[config.mk]
export PLATFORM = sky130hd
export DESIGN_NAME = expansion_input_filter
export DESIGN_NICKNAME = d
export VERILOG_FILES = /design/src/rtl/expansion_input_filter.sv
export SDC_FILE = /design/constraint.sdc
export NUM_CORES = 1
export LEC_CHECK = 0
export CORE_MARGIN = 5
export CORE_UTILIZATION = 53
export DETAILED_ROUTE_END_ITERATION = 8
export PLACE_DENSITY = 0.87
export SETUP_SLACK_MARGIN = 0.15
export SYNTH_ARGS = -nofsm -noshare
export SYNTH_HDL_FRONTEND = slang
export SYNTH_SLANG_ARGS = --single-unit
[constraint.sdc]
create_clock -name clk -period 1.8 [get_ports clk]
set_input_delay 0.36 -clock clk [delete_from_list [all_inputs] [get_ports clk]]
set_output_delay 0.36 -clock clk [all_outputs]
set_load 0.05 [all_outputs]
[src/rtl/expansion_input_filter.sv]
// Debounce and rise/fall edge detection for the expansion input word, sampled on a prescaled tick.
// Optional edge/flag outputs are built only when EXPANSION_FILTER_EDGE_EN is defined.
module expansion_input_filter #(
  parameter int WIDTH    = 8,
  parameter int DIVIDER  = 1000,
  parameter int DEBOUNCE = 4
) (
  input  logic             clk,
  input  logic             reset_n,
  input  logic [WIDTH-1:0] data_in,
  output logic [WIDTH-1:0] data_out,
  output logic [WIDTH-1:0] rise,
  output logic [WIDTH-1:0] fall,
  output logic             changed,
  input  logic             ack
);

  localparam int PW = (DIVIDER > 1) ? $clog2(DIVIDER) : 1;
  localparam int CW = $clog2(DEBOUNCE + 1);

  logic [PW-1:0]             r_presc;
  logic                      w_tick;
  logic [WIDTH-1:0][CW-1:0]  r_cnt;
  logic [WIDTH-1:0]          r_data;
  logic [WIDTH-1:0]          w_accept;

  assign w_tick = (r_presc == PW'(DIVIDER - 1));

  always_ff @(posedge clk or negedge reset_n) begin
    if (!reset_n) begin
      r_presc <= '0;
    end else if (w_tick) begin
      r_presc <= '0;
    end else begin
      r_presc <= r_presc + 1'b1;
    end
  end

  // A bit is accepted on the tick that completes DEBOUNCE consecutive differing samples.
  always_comb begin
    w_accept = '0;
    for (int i = 0; i < WIDTH; i++) begin
      w_accept[i] = w_tick && (data_in[i] != r_data[i]) && (r_cnt[i] == CW'(DEBOUNCE - 1));
    end
  end

  always_ff @(posedge clk or negedge reset_n) begin
    if (!reset_n) begin
      r_data <= '0;
      r_cnt  <= '0;
    end else if (w_tick) begin
      for (int i = 0; i < WIDTH; i++) begin
        if (data_in[i] == r_data[i]) begin
          r_cnt[i] <= '0;
        end else if (w_accept[i]) begin
          r_data[i] <= data_in[i];
          r_cnt[i]  <= '0;
        end else begin
          r_cnt[i] <= r_cnt[i] + 1'b1;
        end
      end
    end
  end

  assign data_out = r_data;

`ifdef EXPANSION_FILTER_EDGE_EN
  logic [WIDTH-1:0] r_rise;
  logic [WIDTH-1:0] r_fall;
  logic             r_changed;

  // New accepts take priority over a same-cycle ack.
  always_ff @(posedge clk or negedge reset_n) begin
    if (!reset_n) begin
      r_rise    <= '0;
      r_fall    <= '0;
      r_changed <= 1'b0;
    end else begin
      r_rise <= w_accept & data_in;
      r_fall <= w_accept & ~data_in;
      if (|w_accept) begin
        r_changed <= 1'b1;
      end else if (ack) begin
        r_changed <= 1'b0;
      end
    end
  end

  assign rise    = r_rise;
  assign fall    = r_fall;
  assign changed = r_changed;
`else
  logic w_unused;
  assign w_unused = ack;
  assign rise     = '0;
  assign fall     = '0;
  assign changed  = 1'b0;
`endif

endmodule

==> summary.txt <==
Run status
  • Status: finished, final reports clean

STA
  • Relative slew slack: 0.652
  • Endpoints failing hold: 0
  • Minimum clock period: 1.61 ns
  • Max Clock Freq: 620 MHz
  • Fin Setup TNS: 0 ns
  • Fin. max-slew vios: 0
  • Period utilization: 0.895
  • Fin Clk Skew: 0.00923 ns
  • Final Setup Violations: 0
  • RSZ-0062 raised after global routing: false
  • Actual slew at the worst max-slew pin: roughly 0.52 ns

Worst setup path
  • Worst reg2reg path startpoint: r_presc[0]$_DFF_PN0_
  • Worst setup endpoint: r_cnt[15]$_DFFE_PN0N_
  • CP startpoint: r_presc[0]$_DFF_PN0_
  • R2R depth: 5
  • WS Path Type: reg -> reg
  • Register-to-register setup slack: 0.19 ns
  • Crit end category: flop
  • Reg2reg end: r_cnt[15]$_DFFE_PN0N_
  • CP Launch Type: flop
  • WP data arrival: 1.80 ns
  • Crit path max fanout: 10
  • Required @ worst endpoint: just under 2 ns

Route
  • Pre-antenna DRT Iters: 4
  • # DRC: 0
  • DR vias/cell: 5.55
  • DRT iter0 DRCs: 96
  • Final wirelength: about 4100 um
  • ANT nets after route: 0
  • Vias: ~1500
  • DR WL/cell: 15.1 um

Power and ir drop
  • Leak: 1.22 nW
  • Psw: 0.499 mW
  • Power Density: 740 nW/um^2
  • Internal Power: 1.42 mW
  • Sw Share: 0.260
  • Logic pwr share: 0.114
  • Seq pwr share: 0.501
  • Part of the power in the clock network: 0.385
  • Peak VDD IR: 689 uV

Clock tree
  • Clk sink count: 42
  • Worst-skew pair later-pin latency: around 0.3 ns
  • Clock Tree Buf Depth: 2
  • Root Driver: clkbuf_8
  • H-tree levels: 2
  • Clock transition at the registers of the reported paths: 0.08 ns
  • CTS Buf Count: 5
  • CTS tree: yes

Layout
  • Layout cells sized above 1: 0.246
  • Diodes inserted: 0
  • Post-Route Utilization: 0.634
  • Area Growth Syn to Fin: 13.2%
  • Nets@finish: ~240
  • Final non-filler cell total: ~270

Floorplanning
  • Die Area: 5730 um^2
  • # rows: 23
  • # IOs: 36
  • Die height: 75.7 um
  • Core area: 4090 um^2
  • Die Wd: 75.7 um
  • Initial core utilization: 0.560

Synthesis
  • Synth warn: 0
  • Mapped Cells: between 150 and 200
  • Cell variety after synth: 39
  • Most frequent cell after synthesis: dfrtp_1
  • Cell Area, Synth: roughly 2300 um^2
  • Post-synth top cells: dfrtp_1, buf_4, mux2_2
  • Seq cells post-synth: 42
  • Mapped Avg Cell Area: 11.6 um^2
  • Sequential element share of the synthesized area: 0.459
  • Post-synth EDFFs: 0
  • Synth area leaders: dfrtp_1, mux2_2, buf_4
  • FFs w/ async S/R, synth: 1.00
  • Ys flop type: dfrtp_1
  • Synth area leader: dfrtp_1
  • Synth top area share: 0.459

Global routing
  • GRT Resource Usage Total: 0.162
  • Number of global-route vias before repair: 1557
  • Initial antenna violation count: 0
  • First-pass GRT wire length: 6880 um
  • Maximum number of pins on one net before global-route repair: 43
  • Grt ovf: 0

Place
  • Port Buffer Count: 17
  • Gpl congestion: 0.802
  • Post-DP HPWL: ~2700 um
  • Dpl cells: 260

Flow run
  • Max_cap viols: 0

Worst hold path
  • HP Class: in -> async
## cell families after synthesis
family	synth area share
other cells	0.00164
flops	0.459
fa+ha+maj	0.0492
xor+xnor	0.0421
simple gates	0.167
buf+inv	0.0886
mux	0.134
compound gates	0.0585
## layout by cell type, fill, tap and decap left out, types with 2 or more instances in the layout
| master | count |
|---|---|
| buf_12 | 2 |
| buf_4 | 16 |
| clkbuf_8 | 5 |
| clkdlybuf4s50_1 | 8 |
| conb_1 | 17 |
| dfrtp_1 | 42 |
| ha_1 | 8 |
| inv_1 | 2 |
| mux2_2 | 17 |
| mux2_4 | 7 |
| nand2_1 | 4 |
| nand3_1 | 4 |
| nand4_1 | 9 |
| nor2_1 | 11 |
| nor2b_1 | 9 |
| nor3_1 | 10 |
| nor3b_1 | 7 |
| o21a_1 | 8 |
| or3_1 | 2 |
| xnor2_1 | 9 |
| xor2_1 | 2 |
## how the worst min path moves through the flow
stage | from | endpoint | slack [ns] | depth (start not counted)
6_report | reset_n | r_cnt[16]$_DFFE_PN0N_ | 0.10 | 2
5_1_grt | reset_n | data_out[0]$_DFFE_PN0P_ | 0.16 | 2
4_1_cts | reset_n | data_out[0]$_DFFE_PN0P_ | 0.13 | 2
3_5_place_dp | reset_n | data_out[0]$_DFFE_PN0P_ | 0.45 | 2
3_3_place_gp | reset_n | data_out[0]$_DFFE_PN0P_ | 0.46 | 2
2_1_floorplan | reset_n | data_out[0]$_DFFE_PN0P_ | 0.06 | 0
## power by group through the flow
stage,clock [mW],sequential (mW),combinational [mW]
5_1_grt,0.781,0.962,0.237
3_5_place_dp,0,0.979,0.219
6_report,0.739,0.960,0.219
3_3_place_gp,0,0.978,0.217
2_1_floorplan,0,1.01,0.150
4_1_cts,0.747,0.961,0.220
## per-stage QoR
step	power [mW]	cell area, um^2	hold slack [ns]	worst slack [ns]
6_report	1.92	2590	0.102	0.188
5_1_grt	1.98	2590	0.162	0.152
4_1_cts	1.93	2560	0.129	0.171
3_5_place_dp	1.20	2400	0.453	0.0844
3_3_place_gp	1.20	2400	0.456	0.118
2_1_floorplan	1.16	2360	0.0644	0.174
## layout make-up
| class | instances | area, um^2 |
|---|---|---|
| Sequential cell | 42 | 1050 |
| Timing Repair Buffer | 27 | 245 |
| Fill cell | 317 | 1500 |
| Tap cell | 50 | 62.6 |
| Multi-Input combinational cell | 145 | 1110 |
| Clock inverter | 2 | 37.5 |
| Inverter | 2 | 7.51 |
| Clock buffer | 6 | 72.6 |
## layer usage
metal / part of all wire / GRT usage / wire length [um] / up-vias
met4: 0.015 / 0.0524 / 63 / 0
met3: 0.063 / 0.0541 / 263 / 8
met1: 0.42 / 0.188 / 1720 / 744
met5: 0 / 0 / 0 / -
li1: - / - / - / 720
met2: 0.50 / 0.282 / 2090 / 49
## critical path, cell delays in order, from the launching register on
cell	delay, ns
dfrtp_1	0.43
ha_4	0.17
and4_4	0.22
and3_4	0.21
buf_12	0.14
mux2_2	0.33
## timing repair
item / CTS / global route
resized for setup: 0 / 1
setup buffers: 3 / 3
endpoints found under the setup margin: 16 / 18
pin swaps: 0 / 1
hold buffers: 0 / 0
## flip-flops by register name, summed over array words and instances, names as in the netlist
| name | cells |
|---|---|
| data_out | 8 |
| r_cnt | 24 |
| r_presc | 10 |
Note: power is estimated with default switching activity, not from simulation.
==> edit 1 (same settings) <==
Add a define of `EXPANSION_FILTER_EDGE_EN`.
--- a/src/rtl/expansion_input_filter.sv
+++ b/src/rtl/expansion_input_filter.sv
@@ -2,2 +2,4 @@
 // Optional edge/flag outputs are built only when EXPANSION_FILTER_EDGE_EN is defined.
+`define EXPANSION_FILTER_EDGE_EN
+
 module expansion_input_filter #(
Check against the original RTL: no difference found for any inputs over 10 cycles, from zero or initial values and one cycle with reset_n low; that may be too few to reach the edited logic, so the function may still have changed.
==> edit 1 against the original RTL <==
  * Largest cell class is now sequential cells
  * Die area rose by 15%
  * Setup slack worse by 0.18 ns
  * Power increased by 42%
  * Clock skew shrank 0.0010 ns
  * Sequential cell count grew 17
  * Wire length up 87%
  * First-iteration DRC count grew to 2.6 times the old value
  * Final area is 55% higher
  * Synthesized area grew 18%
==> edit 1: results (changes against the original RTL) <==
CTS
  • Resize count post-CTS: 23 (was 0)
  • CTS clk-pin slew, worst paths: 0.06 ns (was 0.08 ns)
  • Setup bufs post-CTS: 18 (was 3)

Placement
  • DP HPWL: 4050 um (was 2660 um)
  • Post-DP Area: 0.00328 mm^2 (was 0.00240 mm^2)
  • Routability cong.: 0.811 (was 0.802)
  • Pre-CTS setup slack: -0.177 ns (was 0.0844 ns)
  • Placed cell count: 363 (was 260)

GRT
  • Routing usage on met1: 22.6% (was 18.8%)
  • Vias in the first global route: 2328 (was 1557)
  • GR Util met2: 39.7% (was 28.2%)
  • Grt met3 use: 6.54% (was 5.41%)
  • Largest net degree at the start of global routing: 60 (was 43)
  • First-pass GRT wire length: 10600 um (was 6880 um)

Routing
  • Final WL: 7730 um (was 4140 um)
  • Wire length on met1: 2850 um (was 1720 um)
  • Met3 WL: 389 um (was 263 um)
  • Routed vias: 2280 (was 1521)
  • Drt wl/cell: 19.1 um (was 15.1 um)

Cells and area
  • Filler instances: 267 (was 317)
  • Share of cells above drive strength 1: 43.6% (was 24.6%)

Synthesis
  • Largest cells by area after synthesis: dfrtp_1 (55%), ha_1 (4.2%), nand2_1 (4.2%) (was dfrtp_1 (46%), mux2_2 (8.4%), buf_4 (5.9%))
  • Number of library cell types mapped by synthesis: 44 (was 39)
  • Synth Area in XOR/XNOR: 5.20% (was 4.21%)
  • Average size of a mapped cell: 11.4 um^2 (was 11.6 um^2)
  • Post-synth top cells: dfrtp_1 (59), nand2_1 (30), nor2_1 (22) (was dfrtp_1 (42), buf_4 (18), mux2_2 (17))
  • Area fraction in compound gates after synthesis: 8.63% (was 5.85%)
  • Seq/Total Area, Yosys: 54.8% (was 45.9%)

STA
  • Worst Tran Pin Value: 0.488 ns (was 0.522 ns)
  • Clk_skew: 0.00818 ns (was 0.00923 ns)

Setup path
  • CP max FO: 8 (was 10)
  • CP max stage delay: 0.37 ns (was 0.43 ns)

Outcome
  • Outcome: finished clean (unchanged)

Power
  • Worst VDD drop: 0.454 mV (was 0.689 mV)
==> edit 1: changes by cell type in the layout (fill, tap and decap cells not counted), moves of 7 or more <==
cell	unedited run	this run
conb_1	17	0
nor2b_1	9	2
buf_4	16	59
nand3_1	4	11
clkbuf_8	5	13
nor2_1	11	21
buf_6	0	10
nand2_2	0	7
mux2_2	17	0
dfrtp_1	42	57
nand2_1	4	20
nor3_1	10	2
nand4_1	9	1
nor3b_1	7	0
==> edit 1: worst max-delay path, delay by kind of cell, from the launching register on <==
kind                     cells  cell delay (ns)
AND/OR/NAND/NOR              3             0.64
flip-flops                   1             0.37
multiplexers                 1             0.29
adder cells (fa/ha/maj)      1             0.19
buffers and inverters        1             0.19
==> edit 1: power by group <==
part / leakage [nW] / internal, W / switching (W)
registers: 0.724 / 0.00133 / 0.0000103
logic: 1.11 / 0.0000972 / 0.000129
clock network: 0.0997 / 0.000650 / 0.000500
==> edit 1: worst paths after layout <==
check                               to  slack, ns  depth (start not counted)
max in group asynchronous  data_out[5]       1.51                          2
hold reg to reg               r_cnt[8]       0.48                          1
setup / recovery           data_out[3]      0.009                          6
hold / removal                r_cnt[7]       0.02                          2
min in group clk              r_cnt[8]       0.48                          1
setup reg to reg           data_out[3]      0.009                          6
==> edit 1: cell families after synthesis <==
logic type      after synthesis
simple gates                107
buf+inv                      10
compound gates               30
fa+ha+maj                     9
flops                        59
mux                           6
xor+xnor                     16
==> edit 1: area by class of cell <==
class	instances	area, um^2	share of cell area (%)
flip-flops and latches	59	1480	36.8
multi-input cells	168	1420	35.4
repair buffers	88	823	20.5
clock buffers	15	186	4.64
well taps	70	87.6	2.18
inverters	4	15.0	0.374
clock inverters	1	5.00	0.125
==> edit 2 (config.mk and constraints unchanged) <==
Made on the original files. The parameter `DIVIDER` goes from 1000 to 500.
--- a/src/rtl/expansion_input_filter.sv
+++ b/src/rtl/expansion_input_filter.sv
@@ -4,3 +4,3 @@
   parameter int WIDTH    = 8,
-  parameter int DIVIDER  = 1000,
+  parameter int DIVIDER  = 500,
   parameter int DEBOUNCE = 4
Check against the original RTL: same outputs for any inputs over 10 cycles, from zero or initial values and one cycle with reset_n low; that may be too few to reach the edited logic, so the function may still have changed.
==> edit 2 against the original RTL <==
  * Final area is 6.1% lower
  * Wire length fell by 16%
  * Synthesized area is 8.8% lower
  * Clock skew is 0.0055 ns lower
  * Sequential cell count shrank 1
  * Synthesized cell count decreased by 6.6%
  * Setup slack better by 0.023 ns
  * Die area is 7.7% lower
  * Core utilization grew 1.6 points
  * Power decreased by 15%
  * First-iteration DRC count decreased by 23%
  * Largest cell class is now sequential cells
  * Largest power group unchanged
==> edit 2: results (changes against the original RTL) <==
CTS
  • Clk Latency, worst-skew pair: 0.28 ns (was 0.30 ns)
  • CTS clk-pin slew, worst paths: ~0.07 ns
  • Htree depth: 2 (unchanged)
  • Clock Path Buffers: 2 (unchanged)
  • Root Driver: clkbuf_8 (unchanged)
  • CTS Buf Count: 5 (unchanged)

Setup path
  • Slowest-stage cell, CP: dfrtp_1 (unchanged)
  • Worst-case reg-to-reg path depth: 6 (was 5)
  • CP max stage delay: 0.40 ns (was 0.43 ns)
  • CP arrival: about 1.8 ns
  • Flop-to-flop setup slack: 0.21 ns (was 0.19 ns)
  • CP max FO: 11 (was 10)
  • Crit. Startpoint: r_presc[1] (was r_presc[0])
  • Largest delay contributor family on the critical path: simple AND/OR/NAND/NOR gates (was flip-flops)
  • Critical Path Sink: r_cnt[3] (was r_cnt[15])

Cells and area
  • Share of cells above drive strength 1: 24.8% (was 24.6%)
  • Number of nets in the layout: 229 (was 243)
  • Most flops, register: r_cnt (unchanged)
  • Max reg flops: 24 (unchanged)
  • Number of diodes: 0 (unchanged)

Placement
  • PortBufs: 17 (unchanged)
  • Routability cong.: 0.760 (was 0.802)
  • DP HPWL: 2500 um (was 2660 um)
  • Post-DP Area: 0.00225 mm^2 (was 0.00240 mm^2)

STA
  • Clk_skew: 0.00377 ns (was 0.00923 ns)

GRT
  • Global Route Usage Sum: 14.7% (was 16.2%)
  • Initial antenna violation count: 0 (unchanged)
  • First-pass GRT wire length: 6130 um (was 6880 um)
  • Largest net degree at the start of global routing: 23 (was 43)
  • GR Util met2: 25.9% (was 28.2%)
  • Vias in the first global route: 1410 (was 1557)
  • Routing usage on met1: 18.2% (was 18.8%)
  • Grt met3 use: 3.72% (was 5.41%)

Outcome
  • Outcome: finished clean (unchanged)

Synthesis
  • Seq/Total Area, Yosys: 49.2% (was 45.9%)
  • Number of enable flip-flop cells after synthesis: 0 (unchanged)
  • Number of library cell types mapped by synthesis: 31 (was 39)
  • Largest cells by area after synthesis: dfrtp_1 (49%), mux2_2 (7.6%), buf_4 (6.1%) (was dfrtp_1 (46%), mux2_2 (8.4%), buf_4 (5.9%))
  • Ys async rst share: 100% (unchanged)
  • Post-synth top cells: dfrtp_1 (41), buf_4 (17), mux2_2 (14) (was dfrtp_1 (42), buf_4 (18), mux2_2 (17))
  • YS warnings: 0 (unchanged)

Routing
  • 1st-iter DRT viols: 74 (was 96)
  • DR pass1 iterations: 4 (unchanged)
  • Drt wl/cell: 13.4 um (was 15.1 um)
  • Vias/cell: 5.24 (was 5.55)

Power
  • Lkg Pwr: 1.09 nW (was 1.22 nW)
  • Worst VDD drop: 0.536 mV (was 0.689 mV)

Min path
  • Hold Crit Class: primary input to async pin (unchanged)

Flow run
  • Maxcap violations: 0 (unchanged)
## edit 2: cell count changes in the layout (fill, tap and decap cells not counted), sizes merged, moves of 3 or more
cell    change
nand2b     +11
mux2       -10
nor2b       -8
nand4       -7
o21ai       +7
a22o        +6
nor3b       -6
nor4b       +4
nor3        -3
## edit 2: metal layers
metal  vias to the layer above  share of wire (%)
met5                         -                  0
met4                         0               0.52
met3                         4                5.8
met2                        33                 50
met1                       658                 44
li1                        656                  -
## edit 2: final cells by class
type	instances	area (um^2)
Fill cell	298	1310
Tap cell	48	60.1
Sequential cell	41	1030
Inverter	3	11.3
Clock buffer	8	80.1
Timing Repair Buffer	27	240
Multi-Input combinational cell	131	1010
## edit 2: timing repair
item	in CTS	in global routing
buffers inserted	3	0
gates resized for setup	8	6
endpoints found under the setup margin	14	15
## edit 2: per-stage QoR
stage | util (%) | power (W) | worst slack, ns | hold slack (ns) | std cells
global placement | 60.0 | 0.00108 | 0.114 | 0.351 | 247
CTS | 63.9 | 0.00164 | 0.159 | 0.0518 | 258
finish | 65.0 | 0.00162 | 0.211 | 0.0366 | 258
global route | 65.0 | 0.00170 | 0.153 | 0.0705 | 258
detailed placement | 60.0 | 0.00108 | 0.0870 | 0.356 | 247
floorplan | - | 0.00106 | 0.161 | 0.0644 | 200
## edit 2: report_power, final
group | internal, W | switching [W]
logic | 0.0000298 | 0.000111
registers | 0.000922 | 0.000000805
clock network | 0.000275 | 0.000283
## edit 2: cell families (layout without fill, tap and decap cells)
group	after synthesis	in the layout	synth area share [%]
AOI/OAI and AO/OA	29	29	9.65
muxes	14	14	7.55
other	1	17	0.180
and+or+nand+nor	51	51	14.7
buffers and inverters	28	38	8.69
xor gates and xnor gates	11	11	4.62
adders and majority gates	9	9	5.40
DFF	41	41	49.2
